## config.mk

```make
export PLATFORM = sky130hd
export DESIGN_NAME = alu_result_stage
export DESIGN_NICKNAME = d
export VERILOG_FILES = /design/src/rtl/alu_result_stage.sv
export SDC_FILE = /design/constraint.sdc
export NUM_CORES = 1
export LEC_CHECK = 0
export BUFFER_PORTS_ARGS = -buffer_cell sky130_fd_sc_hd__clkbuf_2
export CORE_UTILIZATION = 50
export DETAILED_ROUTE_END_ITERATION = 8
export GPL_ROUTABILITY_DRIVEN = 0
export PLACE_DENSITY = 0.79
export SKIP_LAST_GASP = 1
export SLEW_MARGIN = 30
export SYNTH_ARGS = -nofsm -noshare
export SYNTH_HDL_FRONTEND = slang
export SYNTH_SLANG_ARGS = --single-unit
```

## constraint.sdc

```tcl
create_clock -name clk -period 2.3 [get_ports clk]
set_clock_uncertainty 0.2 [all_clocks]
set_input_delay 0.46 -clock clk [delete_from_list [all_inputs] [get_ports clk]]
set_output_delay 0.46 -clock clk [all_outputs]
set_load 0.02 [all_outputs]
```

## src/rtl/alu_result_stage.sv

```systemverilog
// Registered result stage behind adder_subber: derives Zero/Negative, queues
// results in a small FIFO, keeps sticky Carry/Overflow and an accumulator.
module alu_result_stage #(
  parameter int DEPTH = 4,
  parameter int CNT_W = $clog2(DEPTH) + 1
) (
  input  logic             clk,
  input  logic             rst,
  input  logic             in_valid,
  output logic             in_ready,
  input  logic [15:0]      Sum,
  input  logic             Carry,
  input  logic             Overflow,
  output logic             out_valid,
  input  logic             out_ready,
  output logic [15:0]      Result,
  output logic [3:0]       Flags,
  output logic [15:0]      Acc,
  output logic [1:0]       Sticky,
  input  logic             clr_sticky,
  output logic [CNT_W-1:0] Count
);

  localparam int PTR_W = $clog2(DEPTH);

  typedef struct packed {
    logic        negative;
    logic        zero;
    logic        overflow;
    logic        carry;
    logic [15:0] sum;
  } entry_t;

  entry_t             mem_q [DEPTH];
  entry_t             head;
  logic [PTR_W-1:0]   wr_ptr_q, wr_ptr_d;
  logic [PTR_W-1:0]   rd_ptr_q, rd_ptr_d;
  logic [CNT_W-1:0]   count_q, count_d;
  logic [15:0]        acc_q, acc_d;
  logic [1:0]         sticky_q, sticky_d;
  logic               push, pop;

  // in_ready looks only at occupancy, so a full FIFO refuses a push even when
  // the consumer pops in the same cycle.
  assign in_ready  = (count_q != CNT_W'(DEPTH));
  assign out_valid = (count_q != '0);
  assign push      = in_valid & in_ready;
  assign pop       = out_valid & out_ready;

  assign head   = mem_q[rd_ptr_q];
  assign Result = out_valid ? head.sum : 16'h0000;
  assign Flags  = out_valid ? {head.negative, head.zero, head.overflow, head.carry} : 4'b0000;
  assign Acc    = acc_q;
  assign Sticky = sticky_q;
  assign Count  = count_q;

  always_comb begin
    // NOTE: every always_comb output gets a default first so no path can
    // leave it unassigned and infer a latch.
    count_d  = count_q;
    wr_ptr_d = wr_ptr_q;
    rd_ptr_d = rd_ptr_q;
    acc_d    = acc_q;
    if (push) begin
      wr_ptr_d = wr_ptr_q + PTR_W'(1);
      acc_d    = Sum;
    end
    if (pop) begin
      rd_ptr_d = rd_ptr_q + PTR_W'(1);
    end
    unique case ({push, pop})
      2'b10:   count_d = count_q + CNT_W'(1);
      2'b01:   count_d = count_q - CNT_W'(1);
      default: count_d = count_q;
    endcase
    // A flag arriving with clr_sticky wins over the clear.
    sticky_d = {(sticky_q[1] & ~clr_sticky) | (push & Overflow),
                (sticky_q[0] & ~clr_sticky) | (push & Carry)};
  end

  always_ff @(posedge clk or posedge rst) begin
    if (rst) begin
      wr_ptr_q <= '0;
      rd_ptr_q <= '0;
      count_q  <= '0;
      acc_q    <= '0;
      sticky_q <= '0;
    end else begin
      // NOTE: sequential state uses non-blocking assignments so every register
      // samples the pre-edge values, independent of statement order.
      wr_ptr_q <= wr_ptr_d;
      rd_ptr_q <= rd_ptr_d;
      count_q  <= count_d;
      acc_q    <= acc_d;
      sticky_q <= sticky_d;
    end
  end

  // NOTE: storage is deliberately not reset; entries are only observed through
  // the gated read while Count is non-zero, so their reset value never matters.
  always_ff @(posedge clk) begin
    if (push) begin
      mem_q[wr_ptr_q] <= '{negative: Sum[15], zero: (Sum == 16'h0000),
                           overflow: Overflow, carry: Carry, sum: Sum};
    end
  end

endmodule
```

==> impl_metrics.csv, run 1 <==
group,metric,value,unit
sta,final.min_clock_period,2.46,ns
finish,fin_cells,390,
routing,drt-total-wl,7170,um
global_route,grt_pass1_vias,2197,
pwr,power_density,1320,mW/mm^2
synthesis,synth_fp_nets,232,
routing,route.detailed.wl_per_inst,18.4,um
floorplan,die_area,0.00844,mm^2
clock_network,cts.sink_count,101,
sta,transition_time_at_the_pin_with_the_least_slew_margin,0.515,ns
routing,via_count,2056,
floorplan,io_pins,66,
floorplan,start_util,52.0,%
worst_setup_path,cp_data_arrival_time,1.80,ns
finish,drive_above_1_share,50.7,%
outcome,violations,"setup timing",
worst_setup_path,cp-end-kind,"output port",
sta,post-route-period-util,107,%
pwr,cellLeakagePower,1.85,nW
sta,setup-tns-final,-2.60,ns
finish,final_nets,312,
synthesis,synth-seq-cells,101,
finish,final_common_cell,"sky130_fd_sc_hd__edfxtp_1",
job,maxCapViolCount,0,
synthesis,ys_types,27,
synthesis,synth_area_per_cell,19.9,um^2
global_route,grt_pass1_wl,11300,um
pwr,ir_drop,0.000637,V
floorplan,core,0.00777,mm^2
worst_setup_path,slowest_cell_on_crit_path,"sky130_fd_sc_hd__mux4_2",
sta,unrepaired_setup_endpoints_after_global_routing,"true",
place,hpwl,4670,um
place,dp_cells,371,
global_route,grt_antenna_before_repair,0,
floorplan,die_height,91.9,um
worst_setup_path,worst_ep_required_time,1.64,ns
sta,setup_viol,20,
finish,layout-area-overhead-vs-synth,18.5,%
worst_setup_path,slowest_delay,0.49,ns
routing,drc,0,
routing,initialDrtViolationCount,110,
clock_network,cts_tree,"done",
sta,timing.max_slew.rel_slack,65.6,%
synthesis,synthCells,203,
pwr,total_power,6.30,mW
clock_network,cts_buffers,9,
floorplan,placement_rows,32,
floorplan,floorplan.die.width,91.9,um
clock_network,cts-root-to-sink-buffers,2,
hold_path,worst_hold_path_type,"input pin to flip-flop",
finish,num_antenna_cells,0,
worst_setup_path,startpoint_type,"flip-flop",
place,preCtsSetupSlack,-0.0265,ns
clock_network,clock-root-buffer,"sky130_fd_sc_hd__clkbuf_8",
worst_setup_path,r2r_slack,0.02,ns
sta,setup_ws,-0.160,ns
global_route,grt_start_max_net_pins,26,
synthesis,yosys_warnings,0,
routing,antenna_violating_nets_post_route,0,
global_route,grt_resource_usage_total,18.5,%
synthesis,synth_sequential_area_ratio,72.0,%
outcome,status,"finished with violations",
worst_setup_path,critical_path_start_end_classification,"flip-flop to output port",
routing,firstDrtPassIters,4,
clock_network,clock_latency,0.36,ns
finish,final_cell_mix,"sky130_fd_sc_hd__edfxtp_1 (76), sky130_fd_sc_hd__clkbuf_2 (65), sky130_fd_sc_hd__dfrtp_1 (21), sky130_fd_sc_hd__and2_1 (20), sky130_fd_sc_hd__mux4_2 (19)",
worst_setup_path,timing.critical_path.cells,"buf_12, mux4_2, and2_1, clkbuf_2",
synthesis,synth_area,0.00404,mm^2
sta,finalMaxSlewViolations,0,
sta,timing.hold.ws,0.149,ns
clock_network,clkSlewWorstSetupHoldPaths,0.09,ns
worst_setup_path,worstPathMaxFanout,11,
routing,viasPerCell,5.27,
worst_setup_path,critPathBufInv,2,
sta,maxClockFrequency,0.407,GHz
place,portBuffers,65,
global_route,overflow,0,
worst_setup_path,critical_path.top_delay_family,"multiplexers",
clock_network,ctsHtreeMaxLevel,3,
sta,timing.final.hold_violations,0,
[cell usage after synthesis]
| cell type | count | area (um^2) |
|---|---|---|
| sky130_fd_sc_hd__nor2_1 | 1 | 3.75 |
| sky130_fd_sc_hd__and2_4 | 1 | 8.76 |
| sky130_fd_sc_hd__inv_1 | 7 | 26.3 |
| sky130_fd_sc_hd__buf_6 | 1 | 11.3 |
| sky130_fd_sc_hd__and2_1 | 20 | 125 |
| sky130_fd_sc_hd__fa_1 | 1 | 20.0 |
| sky130_fd_sc_hd__xor2_1 | 3 | 26.3 |
| sky130_fd_sc_hd__nand3_1 | 1 | 5.00 |
| sky130_fd_sc_hd__mux2_4 | 7 | 105 |
| sky130_fd_sc_hd__or3b_4 | 1 | 11.3 |
| sky130_fd_sc_hd__or3_2 | 1 | 7.51 |
| sky130_fd_sc_hd__a22o_2 | 2 | 20.0 |
| sky130_fd_sc_hd__and4_1 | 1 | 8.76 |
| sky130_fd_sc_hd__buf_2 | 2 | 10.0 |
| sky130_fd_sc_hd__dfrtp_1 | 25 | 626 |
| sky130_fd_sc_hd__and3_2 | 4 | 30.0 |
| sky130_fd_sc_hd__nor4_1 | 4 | 25.0 |
| sky130_fd_sc_hd__ha_1 | 5 | 62.6 |
| sky130_fd_sc_hd__buf_12 | 1 | 20.0 |
| sky130_fd_sc_hd__xnor2_1 | 3 | 26.3 |
| sky130_fd_sc_hd__edfxtp_1 | 76 | 2280 |
| sky130_fd_sc_hd__clkbuf_1 | 4 | 15.0 |
| sky130_fd_sc_hd__mux4_2 | 19 | 428 |
| sky130_fd_sc_hd__mux2i_1 | 1 | 10.0 |
| sky130_fd_sc_hd__inv_2 | 1 | 3.75 |
| sky130_fd_sc_hd__buf_4 | 1 | 7.51 |
| sky130_fd_sc_hd__mux2_2 | 10 | 113 |
[sequential cells by signal, summed over array words and instances, names as in the netlist]
name / count
wr_ptr_q: 2
Acc: 16
Sticky: 2
rd_ptr_q: 2
Count: 3
mem_q: 76
[per-stage QoR]
step / cell area, um^2 / util (%)
4_1_cts: 4770 / 61.4
3_3_place_gp: 4540 / 58.5
6_report: 4780 / 61.6
2_1_floorplan: 4060 / -
3_5_place_dp: 4540 / 58.5
5_1_grt: 4780 / 61.6
[where the power goes]
group | leakage, nW | internal (mW) | total [mW] | switching, mW
Sequential | 0.989 | 2.43 | 2.59 | 0.166
Combinational | 0.770 | 1.17 | 2.61 | 1.44
Clock | 0.0879 | 0.504 | 1.10 | 0.592
Total | 1.85 | 4.10 | 6.30 | 2.20
[cell families after synthesis]
| logic type | count (synthesis) | share of synthesized area (%) |
|---|---|---|
| flip-flops | 101 | 72.0 |
| XOR/XNOR | 6 | 1.30 |
| multiplexers | 37 | 16.2 |
| AO/OA/AOI/OAI | 2 | 0.496 |
| adder cells (fa/ha/maj) | 6 | 2.05 |
| buffers and inverters | 17 | 2.32 |
| AND/OR/NAND/NOR | 34 | 5.58 |
[path summary, 6_finish.rpt]
check | start | endpoint | cells past startpoint
worst max-delay path | rd_ptr_q[0] | Flags[3] | 4
worst min-delay path | Sum[3] | mem_q[0][3] | 1
worst max register to register | Count[0] | Count[2] | 9
worst min register to register | Acc[1] | Acc[1] | 1
max in group asynchronous | rst | Count[0] | 4
min in group asynchronous | rst | Acc[9] | 4
[routing by layer]
| layer | routed length, um | track usage [%] | up-vias |
|---|---|---|---|
| met5 | 0 | 0 | - |
| met4 | 153 | 8.20 | 0 |
| met3 | 261 | 3.07 | 12 |
| met2 | 3650 | 31.1 | 50 |
| met1 | 3110 | 23.8 | 1054 |
| li1 | - | - | 940 |
[final cells by class]
cell class,count,area (um^2)
Timing Repair Buffer,78,453
Multi-Input combinational cell,85,1050
Tap cell,102,128
Clock inverter,7,73.8
Clock buffer,9,124
Sequential cell,101,2910
Inverter,8,37.5
Fill cell,563,2980
[what timing repair did]
item                                   CTS  global route
pin swaps                                2             3
hold buffers                             1             0
setup endpoints to repair               22            23
endpoints found under the hold margin   25             0
setup buffers                            1             1
gates resized for setup                  4             2
Note: power is estimated with default switching activity, not from simulation.
==> inputs of run 2 (changes only) <==
RECOVER_POWER = 25   (was not set)
==> impl_metrics.csv, run 2 (synthesis results as in run 1) <==
group,metric,value,unit
floorplan,floorplan.die.width,91.9,um
sta,timing.final.hold_violations,0,
finish,layout-area-overhead-vs-synth,18.0,%
worst_setup_path,cp_data_arrival_time,1.81,ns
global_route,grt_resource_usage_total,18.5,%
pwr,power_density,1320,mW/mm^2
routing,initialDrtViolationCount,77,
clock_network,clock_latency,0.36,ns
sta,setup_viol,20,
finish,registers.top_by_ff_count,"mem_q",
routing,firstDrtPassIters,4,
place,postPlaceCellArea,0.00454,mm^2
finish,largest_reg_flops,76,
sta,unrepaired_setup_endpoints_after_global_routing,"true",
floorplan,core,0.00777,mm^2
routing,drt-total-wl,7260,um
place,portBuffers,65,
finish,design_area,0.00476,mm^2
sta,setup_ws,-0.166,ns
pwr,ir_drop,0.000638,V
finish,fillers,564,
job,maxCapViolCount,0,
worst_setup_path,cp-end-kind,"output port",
routing,route.detailed.wl_per_inst,18.6,um
finish,fin_cells,390,
sta,transition_time_at_the_pin_with_the_least_slew_margin,0.518,ns
routing,drc,0,
worst_setup_path,timing.critical_path.cells,"buf_12, mux4_2, and2_1, clkbuf_2",
sta,maxClockFrequency,0.405,GHz
sta,final.min_clock_period,2.47,ns
floorplan,die_height,91.9,um
finish,final_nets,312,
global_route,grt_pass1_wl,11300,um
clock_network,cts.sink_count,101,
routing,antenna_violating_nets_post_route,0,
clock_network,cts_tree,"done",
global_route,overflow,0,
clock_network,clkSlewWorstSetupHoldPaths,0.09,ns
clock_network,cts_buffers,9,
worst_setup_path,slowest_cell_on_crit_path,"sky130_fd_sc_hd__mux4_2",
finish,final_common_cell,"sky130_fd_sc_hd__edfxtp_1",
pwr,cellLeakagePower,1.80,nW
worst_setup_path,worst_ep_required_time,1.64,ns
place,preCtsSetupSlack,-0.0265,ns
routing,viasPerCell,5.32,
hold_path,worst_hold_path_type,"input pin to flip-flop",
floorplan,die_area,0.00844,mm^2
floorplan,io_pins,66,
global_route,grt_start_max_net_pins,26,
outcome,status,"finished with violations",
clock_network,clock-root-buffer,"sky130_fd_sc_hd__clkbuf_8",
worst_setup_path,critical_path_start_end_classification,"flip-flop to output port",
finish,drive_above_1_share,45.5,%
worst_setup_path,worstPathMaxFanout,11,
sta,finalMaxSlewViolations,0,
place,dp_cells,371,
finish,final_cell_mix,"sky130_fd_sc_hd__edfxtp_1 (76), sky130_fd_sc_hd__clkbuf_2 (50), sky130_fd_sc_hd__dfrtp_1 (21), sky130_fd_sc_hd__and2_1 (20), sky130_fd_sc_hd__mux4_2 (19)",
worst_setup_path,startpoint_type,"flip-flop",
floorplan,start_util,52.0,%
global_route,grt_antenna_before_repair,0,
finish,num_antenna_cells,0,
sta,post-route-period-util,107,%
worst_setup_path,slowest_delay,0.49,ns
clock_network,ctsHtreeMaxLevel,3,
outcome,violations,"setup timing",
pwr,total_power,6.31,mW
clock_network,cts-root-to-sink-buffers,2,
routing,via_count,2074,
global_route,grt_pass1_vias,2197,
sta,timing.max_slew.rel_slack,65.5,%
place,hpwl,4670,um
floorplan,placement_rows,32,
[run 2: cell counts in the layout (fill, tap and decap cells not counted)]
No cell type changed its count.
[run 2: final timing paths]
path	start	end	slack [ns]	cells after the start
worst max-delay path	rd_ptr_q[0]	Flags[3]	-0.17	4
worst min-delay path	Sum[10]	mem_q[0][10]	0.18	1
worst max register to register	Count[0]	Count[2]	0.02	9
worst min register to register	Acc[1]	Acc[1]	0.32	1
max in group asynchronous	rst	Count[0]	1.13	4
min in group asynchronous	rst	Acc[0]	0.48	4
[run 2: metal layers]
layer / global-route usage, % / up-vias / wire [um]
li1: - / 941 / -
met1: 23.8 / 1073 / 3160
met4: 8.20 / 0 / 153
met5: 0 / - / 0
met2: 31.1 / 48 / 3700
met3: 3.07 / 12 / 245
[run 2: report_power, final]
| part | internal, mW | leakage [nW] | switching, mW |
|---|---|---|---|
| Sequential | 2.43 | 0.989 | 0.168 |
| Combinational | 1.17 | 0.725 | 1.44 |
| Clock | 0.504 | 0.0879 | 0.599 |
[run 2: what timing repair did]
item / in CTS / in global routing
pin swaps: 2 / 3
cloned: 0 / 0
hold endpoints to repair: 25 / 0
endpoints found under the setup margin: 22 / 23
setup buffers: 1 / 1
hold buffers: 1 / 0
resized for setup: 4 / 2
[run 2: final cells by class]
cell class,instances,area (um^2),area share (%)
inverters,8,37.5,0.788
multi-input cells,85,1050,22.1
clock inverters,7,73.8,1.55
flip-flops and latches,101,2910,61.1
clock buffers,9,124,2.60
repair buffers,78,434,9.11
well taps,102,128,2.68
[run 2: worst max-delay path, delay by kind of cell, from the launching register on]
family / cells / cell delay (ns)
buffers and inverters: 2 / 0.33
DFF: 1 / 0.43
muxes: 1 / 0.49
and+or+nand+nor: 1 / 0.20
[run 2: through the flow]
step                setup TNS (ns)  hold slack [ns]  util, %
finish                       -2.77            0.178     61.3
global route                 -3.98            0.189     61.3
CTS                          -2.94            0.136     61.4
detailed placement         -0.0265            0.297     58.5
global placement                 0            0.274     58.5
floorplan                   -0.131            0.287        -
